**src/rtl/rc_serial_add.sv**
```systemverilog
// Multi-word adder sequencer: drives one external 4-bit ripple-carry adder per
// clock to add two 4*WORDS-bit operands, least-significant slice first.
module rc_serial_add #(
    parameter int unsigned WORDS = 4
) (
    input  logic                 clk,
    input  logic                 rst_n,
    input  logic                 in_valid,
    output logic                 in_ready,
    input  logic [4*WORDS-1:0]   a,
    input  logic [4*WORDS-1:0]   b,
    input  logic                 cin,
    output logic                 out_valid,
    input  logic                 out_ready,
    output logic [4*WORDS-1:0]   sum,
    output logic                 cout,
    output logic                 ovf,
    output logic [3:0]           add_a,
    output logic [3:0]           add_b,
    output logic                 add_c,
    input  logic [3:0]           add_s,
    input  logic                 add_co
);

    localparam int unsigned W     = 4 * WORDS;
    localparam int unsigned IDX_W = (WORDS > 1) ? $clog2(WORDS) : 1;
    localparam logic [IDX_W-1:0] LAST_IDX = IDX_W'(WORDS - 1);

    typedef enum logic [1:0] {
        IDLE = 2'd0,
        RUN  = 2'd1,
        DONE = 2'd2
    } state_t;

    state_t           state;
    state_t           state_nxt;
    logic [W-1:0]     a_reg;
    logic [W-1:0]     b_reg;
    logic [W-1:0]     sum_reg;
    logic             carry;
    logic             ovf_reg;
    logic [IDX_W-1:0] idx;
    logic             accept;
    logic             last;

    assign accept = in_valid && (state == IDLE);
    assign last   = (idx == LAST_IDX);

    // State register
    always_ff @(posedge clk or negedge rst_n) begin
        if (!rst_n) begin
            state <= IDLE;
        end else begin
            state <= state_nxt;
        end
    end

    // Next-state decode
    always_comb begin
        state_nxt = state;
        case (state)
            IDLE:    if (in_valid)  state_nxt = RUN;
            RUN:     if (last)      state_nxt = DONE;
            DONE:    if (out_ready) state_nxt = IDLE;
            default:                state_nxt = IDLE;
        endcase
    end

    // Operand capture and per-slice accumulation; the top slice's sum bit is
    // taken straight from the adder so ovf lands together with DONE entry.
    always_ff @(posedge clk or negedge rst_n) begin
        if (!rst_n) begin
            a_reg   <= '0;
            b_reg   <= '0;
            sum_reg <= '0;
            carry   <= 1'b0;
            ovf_reg <= 1'b0;
            idx     <= '0;
        end else if (accept) begin
            a_reg <= a;
            b_reg <= b;
            carry <= cin;
            idx   <= '0;
        end else if (state == RUN) begin
            sum_reg[4*idx +: 4] <= add_s;
            carry               <= add_co;
            if (last) begin
                ovf_reg <= (a_reg[W-1] == b_reg[W-1]) && (add_s[3] != a_reg[W-1]);
            end else begin
                idx <= idx + IDX_W'(1);
            end
        end
    end

    // Adder slice drive, quiet outside RUN
    always_comb begin
        add_a = 4'h0;
        add_b = 4'h0;
        add_c = 1'b0;
        if (state == RUN) begin
            add_a = a_reg[4*idx +: 4];
            add_b = b_reg[4*idx +: 4];
            add_c = carry;
        end
    end

    assign in_ready  = (state == IDLE);
    assign out_valid = (state == DONE);
    assign sum       = sum_reg;
    assign cout      = carry;
    assign ovf       = ovf_reg;

endmodule

```
**config.mk**
```make
export PLATFORM = sky130hd
export DESIGN_NAME = rc_serial_add
export DESIGN_NICKNAME = d
export VERILOG_FILES = /design/src/rtl/rc_serial_add.sv
export SDC_FILE = /design/constraint.sdc
export NUM_CORES = 1
export LEC_CHECK = 0
export CAP_MARGIN = 0
export CORE_ASPECT_RATIO = 2
export CORE_MARGIN = 3
export CORE_UTILIZATION = 51
export DETAILED_ROUTE_END_ITERATION = 8
export HOLD_SLACK_MARGIN = 0.08
export PLACE_DENSITY = 0.9
export SKIP_LAST_GASP = 1
export SYNTH_ARGS = -nofsm -noshare
export SYNTH_HDL_FRONTEND = slang
export SYNTH_SLANG_ARGS = --single-unit
```
**constraint.sdc**
```tcl
create_clock -name clk -period 4 [get_ports clk]
set_input_delay 0.4 -clock clk [delete_from_list [all_inputs] [get_ports clk]]
set_output_delay 0.4 -clock clk [all_outputs]
set_load 0.005 [all_outputs]
```
==> impl_results.md, run 1 <==
- Largest net degree at the start of global routing: 55
- Clk pwr share: 12.1%
- Layout Skew: 5.19 ps
- Final hold viol count: 0
- Post-Route WL: 5050 um
- Vias: 1618
- Synth async-reset ratio: 100%
- Post-synthesis simple-gate area fraction: 11.2%
- Vias per inst: 5.54
- Final cell count without fillers: 292
- Post-synth top area share: 53.8%
- Slew HR: 44.8%
- Logic pwr share: 46.8%
- Critical Path Sink Type: primary output
- DP HPWL: 3740 um
- Flop pwr share: 41.0%
- Tcrit/Tclk final: 69.1%
- Worst hold path type: in -> async
- First-pass GRT wire length: 8580 um
- Slew at the pin with the worst max-slew slack: 826 ps
- CTS Sinks: 54
- Clk slew on worst S/H paths: 90 ps
- DRT iter0 DRCs: 21
- Synth Area in Compound Gates: 6.78%
- I/O pins: 71
- Longest Clk Path Bufs: 2
- Area leader, netlist: dfrtp_1
- Nets@finish: 285
- ANT cells: 0
- Synth warn: 0
- Worst Setup Start Kind: flip-flop
- Most frequent cell after synthesis: dfrtp_1
- Synth Flop Type: dfrtp_1
- Status: completed
- Adder-cell area share of the yosys netlist: 2.49%
- Required @ worst endpoint: 3600 ps
- Die Wd: 55.6 um
- Worst path arrival time: 2360 ps
- Area contributors post-synth: dfrtp_1 54%, mux2_2 13%, a22o_1 5.6%
- Total core area: 4690 um2
- CTS buffer count: 5
- Final Util: 70.7%
- DR WL/cell: 17.3 um
- Post-CTS Hold Fix Bufs: 0
- Cts repair resizes: 0
- Xor/xnor cell area share of the yosys netlist: 0.349%
- Setup Total Neg Slack: 0 ps
- Pwr per Cell Area: 732 nW/um2
- Die area: 5850 um2
- Library cells used by synthesis: 30
- FF+latch count, synth: 54
- Num rows: 35
- Initial antenna violation count: 0
- Max Freq: 362 MHz
- Final setup viols: 0
- 1st-pass router iterations: 3
- Later-pin clock latency in the skew report: 300 ps
- Global route total overflow: 0
- Pins over their slew limit: 0
- Port buffer count: 70
- Post-Syn Area per Cell: 15.0 um2
- Vias in the first global route: 1731
- Die Y: 105 um
- Number of post-CTS setup repair buffers: 0
- Switching Share: 30.7%
- Hold_ws: 209 ps
- VDD IR max: 0.000482 V
- EDFF count, synth: 0
- Synth top cells by count: 54 x dfrtp_1, 29 x mux2_2, 16 x a22o_1
- Minimum clock period: 2760 ps
- Root buf cell: clkbuf_8
- Post-DP Area: 3230 um2
- Final RePlAce weighted congestion: 0.783
- Total track usage: 19.1%
- P_leak: 1.39 nW
- Synth Net Count: 214
- Layout cell share with drive strength beyond 1: 22.4%
- Maxcap violations: 0
- CTS H-tree lvls: 2
- RSZ-0062 raised after global routing: no
- Sequential element share of the synthesized area: 53.8%
- Post-Synthesis Cells: 167
- Net Switching: 0.745 mW
- TritonCTS clock tree: built
- Kind of critical path: reg -> out
- Worst-path maximum fanout: 15
- Multiplexer share of the synthesized area: 22.2%
- P&R area growth vs syn: 32.0%
- Cell area after layout: 3310 um2
- Drt drc: 0
- Combinational family with the most area after synthesis: multiplexers
- Post-route ant nets: 0
- Synthesized area: 2510 um2
- Int Pwr: 1.68 mW
- Inst Count DP: 286
- Initial Util: 53.6%
kinds of logic (layout without fill, tap and decap cells):
family	Yosys count	count (layout)
fa+ha+maj	5	5
mux	41	41
buf+inv	11	81
simple gates	33	33
xor+xnor	1	1
flops	54	54
compound gates	22	22
power groups by stage:
| stage | logic [mW] | registers, mW | clock network, mW |
|---|---|---|---|
| after floorplan | 0.773 | 0.919 | 0 |
| after global placement | 1.12 | 0.996 | 0 |
| after detailed placement | 1.15 | 1.01 | 0 |
| after CTS | 1.15 | 1.00 | 0.305 |
| after global routing | 1.24 | 1.04 | 0.329 |
| final | 1.14 | 0.995 | 0.294 |
path summary, 6_finish.rpt:
kind                               startpoint              endpoint  slack [ps]  cells past startpoint
hold / removal                          rst_n  b_reg[8]$_DFFE_PN0P_         210                      2
min in group clk              ovf$_DFFE_PN0P_       ovf$_DFFE_PN0P_         480                      2
hold reg to reg               ovf$_DFFE_PN0P_       ovf$_DFFE_PN0P_         480                      2
max in group asynchronous               rst_n  a_reg[7]$_DFFE_PN0P_        3350                      2
setup reg to reg           idx[0]$_DFFE_PN0P_    sum[9]$_DFFE_PN0P_        1560                      5
setup / recovery           idx[0]$_DFFE_PN0P_              add_b[3]        1240                      3
cells in the final DEF, fill, tap and decap left out, drive strengths merged, types with 4 or more instances in the layout:
master	synthesis	routed
clkbuf	1	6
and2	9	9
ha	5	5
mux2	32	32
nor4b	4	4
a22o	16	16
clkdlybuf4s50	0	69
mux4	8	8
o21ai	4	4
nand2	5	5
dfrtp	54	54
per-stage QoR:
| stage | setup WS [ps] | power, mW |
|---|---|---|
| 2_1_floorplan | 2080 | 1.69 |
| 4_1_cts | 1170 | 2.46 |
| 3_3_place_gp | 1540 | 2.12 |
| 6_report | 1240 | 2.42 |
| 3_5_place_dp | 1500 | 2.16 |
| 5_1_grt | 1010 | 2.61 |
critical path, stage by stage, from the launching register on:
cell             delay, ps
dfrtp_1                840
mux4_1                 620
and2_1                 160
clkdlybuf4s50_1        440
routing by layer:
layer	share of wire [%]	track usage, %	vias to the layer above
li1	-	-	753
met1	37	21.8	809
met2	56	33.6	46
met3	4.1	4.17	10
met4	2.3	8.00	0
met5	0	0	-
area by class of cell:
type	count	area (um2)
fill	338	1370
inverter	3	11.3
sequential	54	1350
clock buffer	6	82.6
multi-input combinational	102	1090
tap	55	68.8
timing repair buffer	72	711
Note: power is estimated with default switching activity, not from simulation.
==> inputs of run 2 (changes only) <==
--- a/config.mk
+++ b/config.mk
@@ -8,10 +8,10 @@
 export CAP_MARGIN = 0
 export CORE_ASPECT_RATIO = 2
 export CORE_MARGIN = 3
-export CORE_UTILIZATION = 51
+export CORE_UTILIZATION = 43
 export DETAILED_ROUTE_END_ITERATION = 8
 export HOLD_SLACK_MARGIN = 0.08
-export PLACE_DENSITY = 0.9
+export PLACE_DENSITY = 0.81
 export SKIP_LAST_GASP = 1
 export SYNTH_ARGS = -nofsm -noshare
 export SYNTH_HDL_FRONTEND = slang
==> constraint.sdc (replaced) <==
create_clock -name clk -period 2.31 [get_ports clk]
set_input_delay 0.231 -clock clk [delete_from_list [all_inputs] [get_ports clk]]
set_output_delay 0.231 -clock clk [all_outputs]
set_load 0.005 [all_outputs]
==> run 2 against run 1 <==
  * Global-route usage decreased by 2.2 points
  * Hold slack improved by 220 ps
  * Via count increased by 0.43%
  * Setup slack got worse by 1100 ps
  * First-iteration DRC count increased to 2.7 times the previous value
  * Sequential power increased by 66%
  * Die area increased by 17%
  * Register-to-register slack got worse by 1200 ps
  * Cell count increased by 4.8%
  * Cell area increased by 4.0%
  * Sequential cell count unchanged
  * Largest cell class unchanged
==> impl_results.md, run 2 (synthesis results as in run 1) <==
- Net Switching: 1.32 mW (+78%)
- Num rows: 38 (+8.6%)
- P&R area growth vs syn: 37.3%
- TritonCTS clock tree: built
- Total track usage: 16.9% (-2.2 points)
- RSZ-0062 raised after global routing: no
- Pins over their slew limit: 0 (unchanged)
- Global route total overflow: 0 (unchanged)
- Kind of critical path: reg -> out
- Longest Clk Path Bufs: 2 (unchanged)
- Vias per inst: 5.31 (-4.2%)
- Initial Util: 45.5% (-8.1 points)
- Slew at the pin with the worst max-slew slack: 424 ps (-402 ps)
- Setup Total Neg Slack: 0 ps (unchanged)
- Die area: 6850 um2 (+17%)
- Die Y: 114 um (+8.4%)
- Worst-path maximum fanout: 10 (-5)
- First-pass GRT wire length: 8670 um (+1.0%)
- Largest net degree at the start of global routing: 38 (-31%)
- Post-route ant nets: 0 (unchanged)
- Max Freq: 451 MHz
- 1st-pass router iterations: 3 (unchanged)
- Total chip power: 4.54 mW (+87%)
- Status: completed
- GR Layer Usage met1: 19.9% (-1.9 points)
- Worst slack, placed: 370 ps (-1130 ps)
- Total core area: 5520 um2 (+18%)
- Crit path to: add_a[1]
- Cell area after layout: 3450 um2 (+4.0%)
- Int Pwr: 3.22 mW (+91%)
- Worst R2R Start: idx[0]$_DFFE_PN0P_
- Worst hold path type: in -> async
- Commonest non-fill, non-tap cell in the layout: clkdlybuf4s50_1
- Setup ws final: 92.6 ps (-1140 ps)
- Vias in the first global route: 1789 (+3.4%)
- Hold_ws: 428 ps (+219 ps)
- ANT cells: 0 (unchanged)
- Met2 capacity usage during global routing: 29.4% (-4.2 points)
- Final RePlAce weighted congestion: 0.765 (-2.2%)
- Post-DP Area: 3290 um2 (+2.0%)
- Maxcap violations: 0 (unchanged)
- CTS buffer count: 5 (unchanged)
- Vias: 1625 (+0.43%)
- Clk pwr share: 16.7% (+4.6 points)
- Final hold viol count: 0 (unchanged)
- Final cell count without fillers: 306 (+4.8%)
- Reg2reg end: sum[11]$_DFFE_PN0P_
- Met3 Use GR: 3.40% (-0.77 points)
- Pwr per Cell Area: 1320 nW/um2 (+80%)
- VDD IR max: 0.000850 V (+76%)
- CTS Sinks: 54 (unchanged)
- Inst Count DP: 297 (+3.8%)
- Logic pwr share: 46.9% (about the same)
- DP HPWL: 3960 um (+5.9%)
- Final setup viols: 0 (unchanged)
- Final Util: 62.5% (-8.2 points)
- Minimum clock period: 2220 ps
- Required @ worst endpoint: 2080 ps (-1520 ps)
- CP startpoint: idx[0]$_DFFE_PN0P_
- Worst path arrival time: 1990 ps (-370 ps)
- CTS H-tree lvls: 2 (unchanged)
- P_leak: 1.46 nW (+4.7%)
- Worst Setup Start Kind: flip-flop
- Clk slew on worst S/H paths: 90 ps (about the same)
- Drt drc: 0 (unchanged)
- DR WL/cell: 16.8 um (-2.7%)
- Nets@finish: 292 (+2.5%)
- DRT iter0 DRCs: 56 (+170%)
- Tcrit/Tclk final: 96.0%
- Port buffer count: 70 (unchanged)
- Slew HR: 71.7% (+27 points)
- Layout cell share with drive strength beyond 1: 24.8% (+2.4 points)
- Die Wd: 60.0 um (+7.9%)
- Initial antenna violation count: 0 (unchanged)
- Flop-to-flop setup slack: 370 ps (-1190 ps)
- Critical Path Sink Type: primary output
- Reg2Reg Depth: 6 (+1)
- Root buf cell: clkbuf_8
- Flop pwr share: 36.3% (-4.7 points)
- Later-pin clock latency in the skew report: 300 ps (about the same)
- Commonest non-fill, non-tap cells in the layout: 69 x clkdlybuf4s50_1, 54 x dfrtp_1, 29 x mux2_2
- Post-Route WL: 5150 um (+2.0%)
- Switching Share: 29.2% (-1.6 points)
- Busiest grt layer: met2
- Layout Skew: 7.46 ps (+2.28 ps)
- I/O pins: 71 (unchanged)
## run 2: worst min path at each step
stage / start / end / slack (ps)
after floorplan: rst_n / a_reg[0]$_DFFE_PN0P_ / -60
after global placement: rst_n / b_reg[8]$_DFFE_PN0P_ / 220
after detailed placement: rst_n / b_reg[8]$_DFFE_PN0P_ / 230
after CTS: rst_n / a_reg[6]$_DFFE_PN0P_ / 430
after global routing: rst_n / a_reg[6]$_DFFE_PN0P_ / 460
final: rst_n / b_reg[8]$_DFFE_PN0P_ / 430
## run 2: power groups by stage
stage               clock (mW)  combinational (mW)  sequential [mW]
floorplan                    0                1.34             1.59
global placement             0                2.12             1.65
detailed placement           0                2.16             1.69
CTS                      0.778                2.18             1.66
global route             0.810                2.34             1.72
finish                   0.760                2.13             1.65
## run 2: timing repair
| action | 4_1_cts | 5_1_grt |
|---|---|---|
| gates resized for setup | 0 | 0 |
| setup buffers | 0 | 0 |
| hold buffers | 1 | 0 |
| endpoints found under the setup margin | 0 | 0 |
| hold endpoints to repair | 54 | 0 |
## run 2: layer usage
layer,vias to the layer above,wire (um)
met5,-,0
li1,768,-
met1,804,1960
met3,6,261
met2,47,2850
met4,0,87
## run 2: critical path: stages, from the launching register on
cell,delay (ps)
dfrtp_1,350
buf_4,200
mux4_2,510
and2_1,180
clkdlybuf4s50_1,440
## run 2: cell type report
cell class / count / area, um2
clock inverters: 2 / 60.1
inverters: 3 / 11.3
multi-input cells: 102 / 1090
well taps: 60 / 75.1
flip-flops and latches: 54 / 1350
fillers: 440 / 2070
clock buffers: 6 / 82.6
repair buffers: 79 / 778
==> RTL change (flow settings as in run 2) <==
Change the parameter `WORDS` from 4 to 2. Comments in the files are not updated.
--- a/src/rtl/rc_serial_add.sv
+++ b/src/rtl/rc_serial_add.sv
@@ -1,7 +1,7 @@
 // Multi-word adder sequencer: drives one external 4-bit ripple-carry adder per
 // clock to add two 4*WORDS-bit operands, least-significant slice first.
 module rc_serial_add #(
-    parameter int unsigned WORDS = 4
+    parameter int unsigned WORDS = 2
 ) (
     input  logic                 clk,
     input  logic                 rst_n,
Interface: changed (resized a, b and sum); port bits go from 71 to 47. The function was not compared with the original's and may differ.
==> RTL change against run 2 <==
- clock skew about the same
- sequential cell count fell by 25
- synthesized area fell by 47%
- routed wire length shrank 43%
- combinational power is 41% lower
- global-route usage is 0.62 points higher
- design area shrank 45%
- non-clock buffer count shrank 29
- setup slack improved by 0.12 ns
- total power down 42%
- maximum frequency grew 5.5%
==> RTL change: results (changes against run 2) <==
GRT
  – M3 GR Usage: 5.79% (was 3.40%)
  – First-pass GRT wire length: 4.80 mm (was 8.67 mm)
  – Global Route met1 Usage: 19.1% (was 19.9%)
  – Met2 usage: 29.2% (was 29.4%)

Critical path
  – Data arrival, critical path: 1.87 ns (was 1.99 ns)
  – Crit path from: state[1] (was idx[0])
  – Critical path's slowest cell: clkdlybuf4s50_1 (was mux4_2)
  – Crit-path max FO: 13 (was 10)

Logic synthesis
  – Synth Net Count: 114 (was 214)
  – Unique masters post-synth: 21 (was 30)
  – Synth cell count leaders: dfrtp_1, mux2_2, mux2_4, a22o_1, o21ai_0 (was dfrtp_1, mux2_2, a22o_1, and2_1, mux4_2)
  – Sequential area share after synthesis: 55.0% (was 53.8%)

Finish
  – Layout cells sized above 1: 28.4% (was 24.8%)

Power
  – Power per cell area: 1380 mW/mm² (was 1320 mW/mm²)
  – VDD IR-drop max: 755 µV (was 850 µV)
  – Clock share of power: 15.9% (was 16.7%)
  – Sw frac: 29.2% (about the same)
  – Combinational Power Share: 48.0% (was 46.9%)
  – Leakage Power: 0.833 nW (was 1.46 nW)

Place
  – Dpl hpwl: 2.19 mm (was 3.96 mm)
  – Port Buf Inserts: 46 (was 70)
  – Routability Congestion: 0.693 (was 0.765)

Detailed routing
  – DRC marker count from the first detailed-route iteration: 23 (was 56)
  – Via count: 902 (was 1625)

CTS
  – H-tree depth: 2 (unchanged)
  – Worst skew pair latency: 0.28 ns (was 0.30 ns)

Run status
  – Status: finished clean (unchanged)

Timing
  – Setup Skew: 0.00791 ns (was 0.00746 ns)
RTL change: cell count changes in the layout (fill, tap and decap cells not counted), moves of 6 or more:
cell             change
mux4_2               -6
mux2_2              -15
clkdlybuf4s50_1     -23
and2_1               -8
dfrtp_1             -25
a22o_1               -8
mux2_4              +10
RTL change: through the flow:
| step | setup WS (ns) | instances | utilization (%) | cell area [µm²] | hold slack (ns) |
|---|---|---|---|---|---|
| 2_1_floorplan | 0.973 | 88 | - | 1320 | -0.0646 |
| 3_3_place_gp | 0.450 | 161 | 62.9 | 1780 | 0.465 |
| 3_5_place_dp | 0.368 | 161 | 62.9 | 1780 | 0.472 |
| 4_1_cts | 0.0717 | 168 | 65.9 | 1870 | 0.339 |
| 5_1_grt | 0.0964 | 170 | 66.9 | 1900 | 0.359 |
| 6_report | 0.208 | 170 | 66.9 | 1900 | 0.331 |
RTL change: routing by layer:
metal	up-vias	share of wire [%]	routed length, µm
li1	420	-	-
met1	445	35	1020
met2	31	58	1700
met3	6	4.6	135
met4	0	2.0	57
met5	-	0	0
RTL change: layout make-up:
class,instances,area [µm²]
Multi-Input combinational cell,54,544
Sequential cell,29,726
Fill cell,222,938
Inverter,1,3.75
Timing Repair Buffer,50,503
Tap cell,29,36.3
Clock buffer,7,86.3
RTL change: path summary, 6_finish.rpt:
kind                       cells past startpoint  slack (ns)        to
max in group asynchronous                      2        1.70  a_reg[2]
min reg2reg                                    2        0.48       ovf
min                                            2        0.33    sum[2]
min in group clk                               2        0.48       ovf
max                                            5        0.21  add_b[3]
max reg2reg                                    3        0.85  b_reg[0]
RTL change: cell families after synthesis:
family          share of synthesized area (%)
mux                                      23.3
buf+inv                                  3.89
simple gates                             9.67
flops                                    55.0
compound gates                           8.15
